===== src/rtl/mac_seq_pkg.sv =====
// +------------------------------------------------------------------+
// | mac_seq_pkg : shared types and constants for the MAC sequencer   |
// | Revision    : 1.0                                                |
// +------------------------------------------------------------------+
`default_nettype none

package mac_seq_pkg;

  localparam int N_REQ         = 2;
  localparam int DEFAULT_LEN_W = 3;

  typedef enum logic [2:0] {
    IDLE  = 3'd0,
    CLEAR = 3'd1,
    RUN   = 3'd2,
    DRAIN = 3'd3,
    RESP  = 3'd4
  } state_t;

endpackage

`default_nettype wire


===== src/rtl/rr_arbiter2.sv =====
// +------------------------------------------------------------------+
// | rr_arbiter2 : two-way round-robin arbiter, one-hot grant         |
// | Revision    : 1.0                                                |
// +------------------------------------------------------------------+
`default_nettype none

module rr_arbiter2 (
  input  logic [1:0] req,
  input  logic       last,
  output logic [1:0] gnt
);

  // On a tie the requester that was not served last wins.
  always_comb begin
    gnt = req;
    if (req == 2'b11) begin
      gnt = last ? 2'b01 : 2'b10;
    end
  end

endmodule

`default_nettype wire


===== src/rtl/mac_sequencer.sv =====
// +------------------------------------------------------------------+
// | mac_sequencer : arbitrates two requesters and streams operand    |
// |                 pairs into an external MAC, returns dot product  |
// | Revision      : 1.0                                              |
// +------------------------------------------------------------------+
`default_nettype none

module mac_sequencer
  import mac_seq_pkg::*;
#(
  parameter int LEN_W = DEFAULT_LEN_W
) (
  input  logic                   clk,
  input  logic                   reset,
  input  logic [N_REQ-1:0]       req,
  input  logic [N_REQ*LEN_W-1:0] len,
  input  logic [N_REQ-1:0]       op_valid,
  input  logic [2*N_REQ-1:0]     op_a,
  input  logic [2*N_REQ-1:0]     op_b,
  output logic [N_REQ-1:0]       op_ready,
  output logic [N_REQ-1:0]       grant,
  output logic [1:0]             mac_a,
  output logic [1:0]             mac_b,
  output logic                   mac_en,
  output logic                   mac_clr,
  input  logic [7:0]             mac_out,
  output logic                   rsp_valid,
  input  logic                   rsp_ready,
  output logic                   rsp_id,
  output logic [7:0]             rsp_data
);

  state_t           r_state;
  logic             r_id;
  logic             r_last;
  logic             r_drain;
  logic [LEN_W-1:0] r_len;
  logic [LEN_W-1:0] r_cnt;

  logic [1:0]       w_gnt;
  logic [LEN_W-1:0] w_len_sel;
  logic [1:0]       w_a;
  logic [1:0]       w_b;
  logic             w_accept;

  rr_arbiter2 u_arb (
    .req  (req),
    .last (r_last),
    .gnt  (w_gnt)
  );

  assign w_len_sel = w_gnt[1] ? len[2*LEN_W-1:LEN_W] : len[LEN_W-1:0];
  assign w_a       = r_id ? op_a[3:2] : op_a[1:0];
  assign w_b       = r_id ? op_b[3:2] : op_b[1:0];
  assign w_accept  = op_valid[r_id] & op_ready[r_id];

  always_ff @(posedge clk or posedge reset) begin
    if (reset) begin
      r_state   <= IDLE;
      r_id      <= 1'b0;
      r_last    <= 1'b1;
      r_drain   <= 1'b0;
      r_len     <= '0;
      r_cnt     <= '0;
      grant     <= '0;
      op_ready  <= '0;
      mac_a     <= '0;
      mac_b     <= '0;
      mac_en    <= 1'b0;
      mac_clr   <= 1'b0;
      rsp_valid <= 1'b0;
      rsp_id    <= 1'b0;
      rsp_data  <= '0;
    end else begin
      mac_en  <= 1'b0;
      mac_clr <= 1'b0;
      case (r_state)
        IDLE: begin
          if (|req) begin
            r_id    <= w_gnt[1];
            r_len   <= w_len_sel;
            grant   <= w_gnt;
            mac_clr <= 1'b1;
            r_state <= CLEAR;
          end
        end
        CLEAR: begin
          r_cnt    <= r_len;
          op_ready <= grant;
          r_state  <= RUN;
        end
        RUN: begin
          if (w_accept) begin
            mac_a  <= w_a;
            mac_b  <= w_b;
            mac_en <= 1'b1;
            if (r_cnt == '0) begin
              op_ready <= '0;
              r_drain  <= 1'b0;
              r_state  <= DRAIN;
            end else begin
              r_cnt <= r_cnt - 1'b1;
            end
          end
        end
        // Two cycles let the final mac_en land in the accumulator before capture.
        DRAIN: begin
          if (r_drain) begin
            rsp_data  <= mac_out;
            rsp_id    <= r_id;
            rsp_valid <= 1'b1;
            r_state   <= RESP;
          end else begin
            r_drain <= 1'b1;
          end
        end
        RESP: begin
          if (rsp_ready) begin
            r_last    <= r_id;
            grant     <= '0;
            rsp_valid <= 1'b0;
            r_state   <= IDLE;
          end
        end
        default: begin
          grant     <= '0;
          op_ready  <= '0;
          rsp_valid <= 1'b0;
          r_state   <= IDLE;
        end
      endcase
    end
  end

endmodule

`default_nettype wire


===== config.mk =====
export PLATFORM = sky130hd
export DESIGN_NAME = mac_sequencer
export DESIGN_NICKNAME = d
export VERILOG_FILES = /design/src/rtl/mac_seq_pkg.sv /design/src/rtl/rr_arbiter2.sv /design/src/rtl/mac_sequencer.sv
export SDC_FILE = /design/constraint.sdc
export NUM_CORES = 1
export LEC_CHECK = 0
export CAP_MARGIN = 40
export CORE_MARGIN = 2
export CORE_UTILIZATION = 41
export CTS_CLUSTER_DIAMETER = 150
export CTS_CLUSTER_SIZE = 10
export DETAILED_ROUTE_END_ITERATION = 10
export PLACE_DENSITY_LB_ADDON = 0.3
export REMOVE_ABC_BUFFERS = 1
export SLEW_MARGIN = 10
export SYNTH_ARGS = -nofsm -noshare
export SYNTH_HDL_FRONTEND = slang
export SYNTH_SLANG_ARGS = --single-unit

===== constraint.sdc =====
create_clock -name clk -period 1.6 [get_ports clk]
set_clock_uncertainty 0.05 [all_clocks]
set_input_delay 0.24 -clock clk [delete_from_list [all_inputs] [get_ports clk]]
set_output_delay 0.24 -clock clk [all_outputs]
set_load 0.005 [all_outputs]

# --- Word level (Yosys, flattened, before mapping) ---
# Cells that the tools add are included.
word_totals:
  ff_bits: 32
  word_cells: 84
  in_bits: 29
  out_inout_bits: 20
classes:
  n_lt_le_gt_ge: 1
  muxes: 34
  eq_ne: 11
  n_bitwise: 4
  n_addsub: 1
  reduce_logical: 18
op_table:
  columns: ["op", "count"]
  rows:
  - ["3-bit 2-to-1 mux", 8]
  - ["2-bit 2-to-1 mux", 8]
  - ["3-bit one-hot mux with 5 select lines", 1]
  - ["3-bit AND reduction", 5]
  - ["1-bit 2-to-1 mux", 12]
  - ["2-bit inequality test (second input constant)", 6]
  - ["2-bit one-hot mux with 3 select lines", 2]
  - ["3-bit OR reduction", 3]
  - ["2-bit AND reduction", 4]
  - ["3-bit by 2-bit == test with 1-bit output (second input constant)", 2]
  - ["3-bit logical NOT", 2]
  - ["3-bit one-hot mux with 2 select lines", 1]
  - ["5-bit AND reduction", 1]
  - ["2-bit nonzero test", 2]
  - ["3-bit by 1-bit == test with 1-bit output (second input constant)", 1]
  - ["3-bit == test (second input constant)", 1]
  - ["1-bit NOT", 3]
  - ["1-bit one-hot mux with 3 select lines", 1]
  - ["3-bit by 1-bit subtractor with 3-bit output (second input constant)", 1]
  - ["2-bit == test (second input constant)", 1]
  - ["1-bit by 2-bit < comparator with 1-bit output (second input constant)", 1]
  - ["1-bit one-hot mux with 2 select lines", 1]
  - ["2-bit OR reduction", 1]
  - ["1-bit AND", 1]

# --- Logic depth before layout (Yosys ltp) ---
# Gate-level depths: netlist of run 1.
logic_depth:
  word_depth: 5
  depth_mapped: 7
  mapped_depth_nobuf: 7

# --- By module ---
# From an unflattened synthesis of run 1, not the netlist that was laid out.
unflattened:
  hier_cells: 137
  hier_area_um2: 1534.0
modules_own_cells:
  columns: ["module", "area_each_um2", "seq_area_each_um2", "instances", "cells_each"]
  rows:
  - ["mac_sequencer", 1515.2, 802.0, 1, 134]
  - ["rr_arbiter2", 18.8, 0.0, 1, 3]

# --- Worst setup path before layout of run 1 ---
# Ideal clock, no wire load.
synth_path:
  path_kind: "register -> register"
  from: "reg r_state[0]"
  to: "reg r_cnt[1]"
  arrival_ns: 1.386
  period_less_slack_ns: 1.562
  setup_time_ns: 0.126
  n_path_buf: 1
  t_required_ns: 1.424
  slack_ns: 0.038
  path_stages_with_launch: 6
  cell_sequence: "dfrtp_1 buf_2 or3b_4 a21oi_4 a21oi_2 a221o_1"
synth_via:
  elab_chain_cells: 3
  elab_cells_between_ends: 7
  cone_classes: "eq/ne: 4; mux: 1; reduce/logical: 2"
synth_lines:
  columns: ["item", "line_no", "rtl"]
  rows:
  - ["start, declared", "mac_sequencer.sv:33", "state_t r_state;"]
  - ["start signal, assigned", "mac_sequencer.sv:59", "r_state <= IDLE;"]
  - ["start signal, assigned", "mac_sequencer.sv:84", "r_state <= CLEAR;"]
  - ["start signal, assigned", "mac_sequencer.sv:90", "r_state <= RUN;"]
  - ["3-bit by 2-bit == test with 1-bit output or 3-bit by 1-bit == test with 1-bit output (tied branches)", "mac_sequencer.sv:77", "case (r_state)"]
  - ["2-bit inequality test (no line) or 2-bit nonzero test (tied branches)", null, null]
  - ["3-bit AND reduction (no line)", null, null]
  - ["end signal, assigned", "mac_sequencer.sv:88", "r_cnt <= r_len;"]
  - ["end signal, assigned", "mac_sequencer.sv:102", "r_cnt <= r_cnt - 1'b1;"]
  - ["end, declared", "mac_sequencer.sv:38", "logic [LEN_W-1:0] r_cnt;"]
# Parallel ways exist; a longest one is shown, timed or not.
# A chain may end at the register's enable or synchronous reset.

# --- Worst setup path in the final report of run 1 ---
layout_path:
  from: "reg op_ready[1]"
  to: "out op_ready[1]"
layout_lines:
  columns: ["item", "line_no", "rtl"]
  rows:
  - ["start, declared", "mac_sequencer.sv:20", "output logic [N_REQ-1:0] op_ready,"]
  - ["start signal, assigned", "mac_sequencer.sv:89", "op_ready <= grant;"]
# No word-level cell between the ends.

==> flow_summary.ini, run 1 <==
[floorplanning]
rows = 21
die_area_sq_mm = 0.004113
die_x_um = 64.14
ios = 49
core_area_sq_mm = 0.003416
start_util_pct = 43.41
fp.dieH_um = 64.14

[clock_tree]
cts_tree = done
clkSlewWorstSetupHoldPaths_ns = 0.10
h-tree-depth = 2
cts-root-buf = clkbuf_4
insertion_delay_ns = 0.33
clockBufferDepth = 2
clkSinkCount = 32
numCtsBuffers = 5

[sta]
tns_ns = 0
setup_viol = 0
grt_setup_unrepaired = yes
slew_headroom_pct = 71.23
fin_crit_sh_pct = 98.57
period_needed_ns = 1.577
hold_viol = 0
drv_slew = 0
hold_ws_ns = 0.1464
max_clock_freq_mhz = 634.1
worstMarginPinSlew_ns = 0.4311

[route]
vias = 1256
wl_mm = 3.400
drt-wirelength-per-cell_um = 13.71
wl_met1_mm = 1.379
ant_nets = 0
routed.top_layer = met4
viasPerCell = 5.065
dr_wl_met2_mm = 1.777
firstDrtPassIters = 4
met3_wirelength_um = 182
drc = 0
drt_iter0_drc = 29

[setup_path]
path_buf_inv = 1
path_class = flop to primary output
cp_top_family = buffers and inverters
critPathRequiredTime_ns = 1.31
crit_chain = clkdlybuf4s50_1
cp_data_arrival_time_ns = 1.29
critPathLaunchType = flop
setup.worst_path.end_class = primary output
cp_slowest_cell = clkdlybuf4s50_1
max_stage_delay_ns = 0.53
critPathMaxFanout = 4

[placed_design]
place_inst = 238
dp_hpwl_mm = 2.591
dpl_cell_area_sq_mm = 0.002093
port_buffers = 48
routabilityCongestion = 0.8103

[yosys]
netlist.area_leader.share_pct = 52.32
ys.flop_type = dfrtp_1
ys_top_cells_by_count = 31 x dfrtp_1, 19 x nand2_1, 12 x nor2_1
synth_area_leader_cell = dfrtp_1
yosys_warnings = 0
yosysMostFrequentCell = dfrtp_1
ys_seq_area_share_pct = 54.09
synth_edf_count = 0
synthAdderAreaFrac_pct = 1.688
ys_top_cells_by_area = dfrtp_1 52%, mux2_2 7.6%, nand2_1 4.8%, mux2i_1 4.7%, a21oi_1 3.0%
synthXorXnorAreaFrac_pct = 0
synthArstFlopShare_pct = 100.0
muxShareOfSynthArea_pct = 12.32
synth-compound-area-share_pct = 14.68
synth_area_sq_mm = 0.001483
syn_inst = 136
ys_ff_latch = 32
syn-mean-instance-area_sq_um = 10.90
synthSimpleGateAreaFrac_pct = 12.74
synth_cell_type_count = 32
synth_top_family_by_area = compound AO/OA/AOI/OAI gates

[cells_and_area]
design_area_sq_mm = 0.002191
diodes = 0
nets = 232
instances_no_fill = 248
fin_util_pct = 64.14
layout-drive-gt1-share_pct = 24.26
syn_to_final_growth_pct = 47.76

[global_route]
grt_pass1_vias = 1264
grt_first_pass_wirelength_mm = 5.444
grt_max_degree = 13
antenna_found_initial = 0
gr-total-overflow = 0
grt_usage_pct = 17.18

[job]
cap_violations = 0

[power]
ir_worst_vdd_uv = 876.8
power.density_mw_per_mm2 = 1836
power.leakage_nw = 0.9593

[worst_hold_path]
hp-class = primary input to async pin

[run_status]
status = complete, no violations
==> placed cells by master, fill, tap and decap left out, drive strengths merged, types with 3 or more instances in the layout <==
master / n
inv: 9
clkdlybuf4s50: 48
a21oi: 11
o21ai: 3
mux2: 10
dfrtp: 31
o31ai: 3
mux2i: 7
nor2: 12
clkbuf: 6
buf: 15
nand2: 19
==> metrics by stage <==
| stage | setup WS (ns) | power, mW |
|---|---|---|
| 2_1_floorplan | -0.1255 | 2.489 |
| 3_3_place_gp | 0.008236 | 3.394 |
| 3_5_place_dp | -0.03744 | 3.486 |
| 4_1_cts | 0.003359 | 3.976 |
| 5_1_grt | -0.02897 | 4.334 |
| 6_report | 0.02295 | 4.023 |
==> flip-flops by register name, indices dropped and copies added (netlist names), 2 cells and up <==
register and flops:
mac_a 2, r_state 3, r_cnt 3, op_ready 2, rsp_data 8, grant 2
r_len 3, mac_b 2
==> per-layer routing <==
metal  up-vias  track usage, %
li1        603               -
met1       608           20.23
met2        36           28.52
met3         9           5.282
met4         0           8.245
met5         -               0
==> power by group <==
part           internal, mW  switching, mW
Combinational          1.20          0.873
Sequential             1.22          0.254
Clock                 0.209          0.266
==> worst paths after layout <==
| path | end | cells past startpoint | slack (ns) | from |
|---|---|---|---|---|
| setup / recovery | op_ready[1] | 1 | 0.02 | op_ready[1] |
| hold / removal | r_drain | 2 | 0.15 | reset |
| setup reg to reg | r_cnt[1] | 4 | 0.03 | r_state[0] |
| hold reg to reg | rsp_valid | 2 | 0.44 | rsp_valid |
| max in group asynchronous | r_state[0] | 3 | 0.85 | reset |
| min in group clk | rsp_valid | 2 | 0.44 | rsp_valid |
==> cell type report <==
class | instances | area [sq um]
flip-flops and latches | 32 | 803.3
inverters | 9 | 33.78
repair buffers | 63 | 593.1
fillers | 294 | 1225
clock inverters | 2 | 10.01
clock buffers | 6 | 51.30
multi-input cells | 90 | 641.9
well taps | 46 | 57.56
==> repair_timing <==
action                     in CTS  in global routing
buffers inserted                0                  1
gates resized for setup         1                  7
hold buffers                    0                  0
gates cloned                    0                  1
setup endpoints to repair       1                 16
==> cell families (layout without fill, tap and decap cells) <==
kind of cell,Yosys count,in the layout
fa+ha+maj,2,2
flops,32,32
mux,17,17
buf+inv,15,80
simple gates,42,42
compound gates,28,29
Power figures use the tool's default switching activity.
==> run 2, diff against run 1 <==
--- a/config.mk
+++ b/config.mk
@@ -5,9 +5,10 @@
 export SDC_FILE = /design/constraint.sdc
 export NUM_CORES = 1
 export LEC_CHECK = 0
+export ABC_CLOCK_PERIOD_IN_PS = 1900
 export CAP_MARGIN = 40
 export CORE_MARGIN = 2
-export CORE_UTILIZATION = 41
+export CORE_UTILIZATION = 48
 export CTS_CLUSTER_DIAMETER = 150
 export CTS_CLUSTER_SIZE = 10
 export DETAILED_ROUTE_END_ITERATION = 10
==> constraint.sdc (replaced) <==
create_clock -name clk -period 1.9 [get_ports clk]
set_clock_uncertainty 0.05 [all_clocks]
set_input_delay 0.285 -clock clk [delete_from_list [all_inputs] [get_ports clk]]
set_output_delay 0.285 -clock clk [all_outputs]
set_load 0.005 [all_outputs]
==> flow_summary.ini, run 2 (synthesis gave the netlist of run 1 again) <==
[setup_path]
r2r_cells = 4
critPathLaunchType = flop
setup.worst_path.end_class = flop
r2r_start = r_state[0]
path_buf_inv = 0
cp_slowest_cell = dfrtp_1
critPathRequiredTime_ns = 2.06
cp_data_arrival_time_ns = 1.85
critical_path.startpoint = r_state[0]
critPathMaxFanout = 10
cp_top_family = compound AO/OA/AOI/OAI gates
path_class = flop to flop
max_stage_delay_ns = 0.49
cp.depth = 4
crit_chain = or3b_4 > a21oi_4 > a21oi_2 > a221o_1

[power]
p_sw_mw = 1.112
ir_worst_vdd_uv = 803.9
power_mw = 3.219
pwr-share-clk_pct = 12.3
sw_frac_of_total_pct = 34.55
power.density_mw_per_mm2 = 1556
power_frac_comb_pct = 48.6
power.leakage_nw = 0.9014
internal-power_mw = 2.107
pwr-share-seq_pct = 39.2

[cells_and_area]
largest-register = rsp_data
final_common_cell = clkdlybuf4s50_1
diodes = 0
largest_reg_flops = 8
nets = 221
layout-drive-gt1-share_pct = 15.18
syn_to_final_growth_pct = 39.49
layout_common_cells = 48 x clkdlybuf4s50_1, 31 x dfrtp_1, 19 x nand2_1

[clock_tree]
ctsHoldBuffers = 0
clockBufferDepth = 2
clkSinkCount = 32
cts-resized-gates = 0
numCtsBuffers = 5
cts_setup_buffers = 0
clkSlewWorstSetupHoldPaths_ns = 0.10
h-tree-depth = 2
cts_tree = done
insertion_delay_ns = 0.33
cts-root-buf = clkbuf_4

[global_route]
grt_usage_pct = 19.52
grt_first_pass_wirelength_mm = 5.023
grt_max_degree = 33
gr-total-overflow = 0
antenna_found_initial = 0
grt_pass1_vias = 1206

[floorplanning]
rows = 20
die_x_um = 59.58
fp.dieH_um = 59.58
core_area_sq_mm = 0.003003
die_area_sq_mm = 0.003549
start_util_pct = 49.38
ios = 49

[sta]
worstMarginPinSlew_ns = 0.4132
tns_ns = 0
drv_slew = 0
hold_viol = 0
period_needed_ns = 1.686
max_clock_freq_mhz = 593.2
grt_setup_unrepaired = no
slew_headroom_pct = 72.39
fin_crit_sh_pct = 88.72
setup_viol = 0

[route]
drt-wirelength-per-cell_um = 14.08
ant_nets = 0
wl_mm = 3.153
vias = 1216
drt_iter0_drc = 36
firstDrtPassIters = 4
viasPerCell = 5.429
drc = 0

[placed_design]
port_buffers = 48
dp_hpwl_mm = 2.458
routabilityCongestion = 0.8808

[worst_hold_path]
hp-class = primary input to async pin

[run_status]
status = complete, no violations

[job]
cap_violations = 0
-- run 2: changes by cell type in the layout (fill, tap and decap cells not counted), sizes merged --
cell,before,now
clkbuf,6,8
clkinv,2,0
o21a,2,1
buf,15,5
-- run 2: through the flow --
step / hold WS, ns / worst slack, ns / util [%] / instances / area [sq um]
floorplan: 0.3423 / 0.1745 / - / 130 / 1450
global placement: 0.4222 / 0.2312 / 66.92 / 216 / 2009
detailed placement: 0.4226 / 0.1713 / 66.92 / 216 / 2009
CTS: 0.3076 / 0.2210 / 68.88 / 224 / 2068
global route: 0.3362 / 0.1316 / 68.88 / 224 / 2068
finish: 0.3049 / 0.2143 / 68.88 / 224 / 2068
-- run 2: worst min-delay path, stage by stage --
cell and delay, ns:
clkdlybuf4s50_1 0.41, inv_1 0.06, buf_4 0.35
-- run 2: worst paths after layout --
| kind | to | slack, ns |
|---|---|---|
| setup / recovery | r_cnt[1] | 0.21 |
| hold / removal | r_cnt[2] | 0.30 |
| setup reg to reg | r_cnt[1] | 0.21 |
| hold reg to reg | rsp_valid | 0.44 |
| max in group asynchronous | r_last | 1.18 |
| min in group clk | rsp_valid | 0.44 |
-- run 2: layer usage --
| metal | up-vias | track usage (%) | share of wire (%) | routed length (um) |
|---|---|---|---|---|
| met3 | 7 | 5.459 | 5.5 | 172 |
| met2 | 39 | 33.28 | 52 | 1637 |
| met4 | 0 | 11.11 | 1.7 | 55 |
| li1 | 581 | - | - | - |
| met5 | - | 0 | 0 | 0 |
| met1 | 589 | 21.68 | 41 | 1288 |
-- run 2: area by class of cell --
type	count	area [sq um]
Fill cell	254	934.6
Tap cell	33	41.29
Timing Repair Buffer	53	518.0
Inverter	9	33.78
Multi-Input combinational cell	89	614.3
Clock buffer	8	58.81
Sequential cell	32	802.0
-- run 2: power groups by stage --
stage | registers, mW | clock network, mW | logic (mW)
after floorplan | 1.27 | 0 | 0.829
after global placement | 1.26 | 0 | 1.51
after detailed placement | 1.28 | 0 | 1.57
after CTS | 1.27 | 0.413 | 1.58
after global routing | 1.31 | 0.442 | 1.72
final | 1.26 | 0.394 | 1.56
==> run 3, diff against run 2 <==
--- a/config.mk
+++ b/config.mk
@@ -14,6 +14,7 @@
 export DETAILED_ROUTE_END_ITERATION = 10
 export PLACE_DENSITY_LB_ADDON = 0.3
 export REMOVE_ABC_BUFFERS = 1
+export SKIP_LAST_GASP = 1
 export SLEW_MARGIN = 10
 export SYNTH_ARGS = -nofsm -noshare
 export SYNTH_HDL_FRONTEND = slang
==> results of run 3 <==
Same layout as run 2: the final DEF is identical, and so are final timing and power.
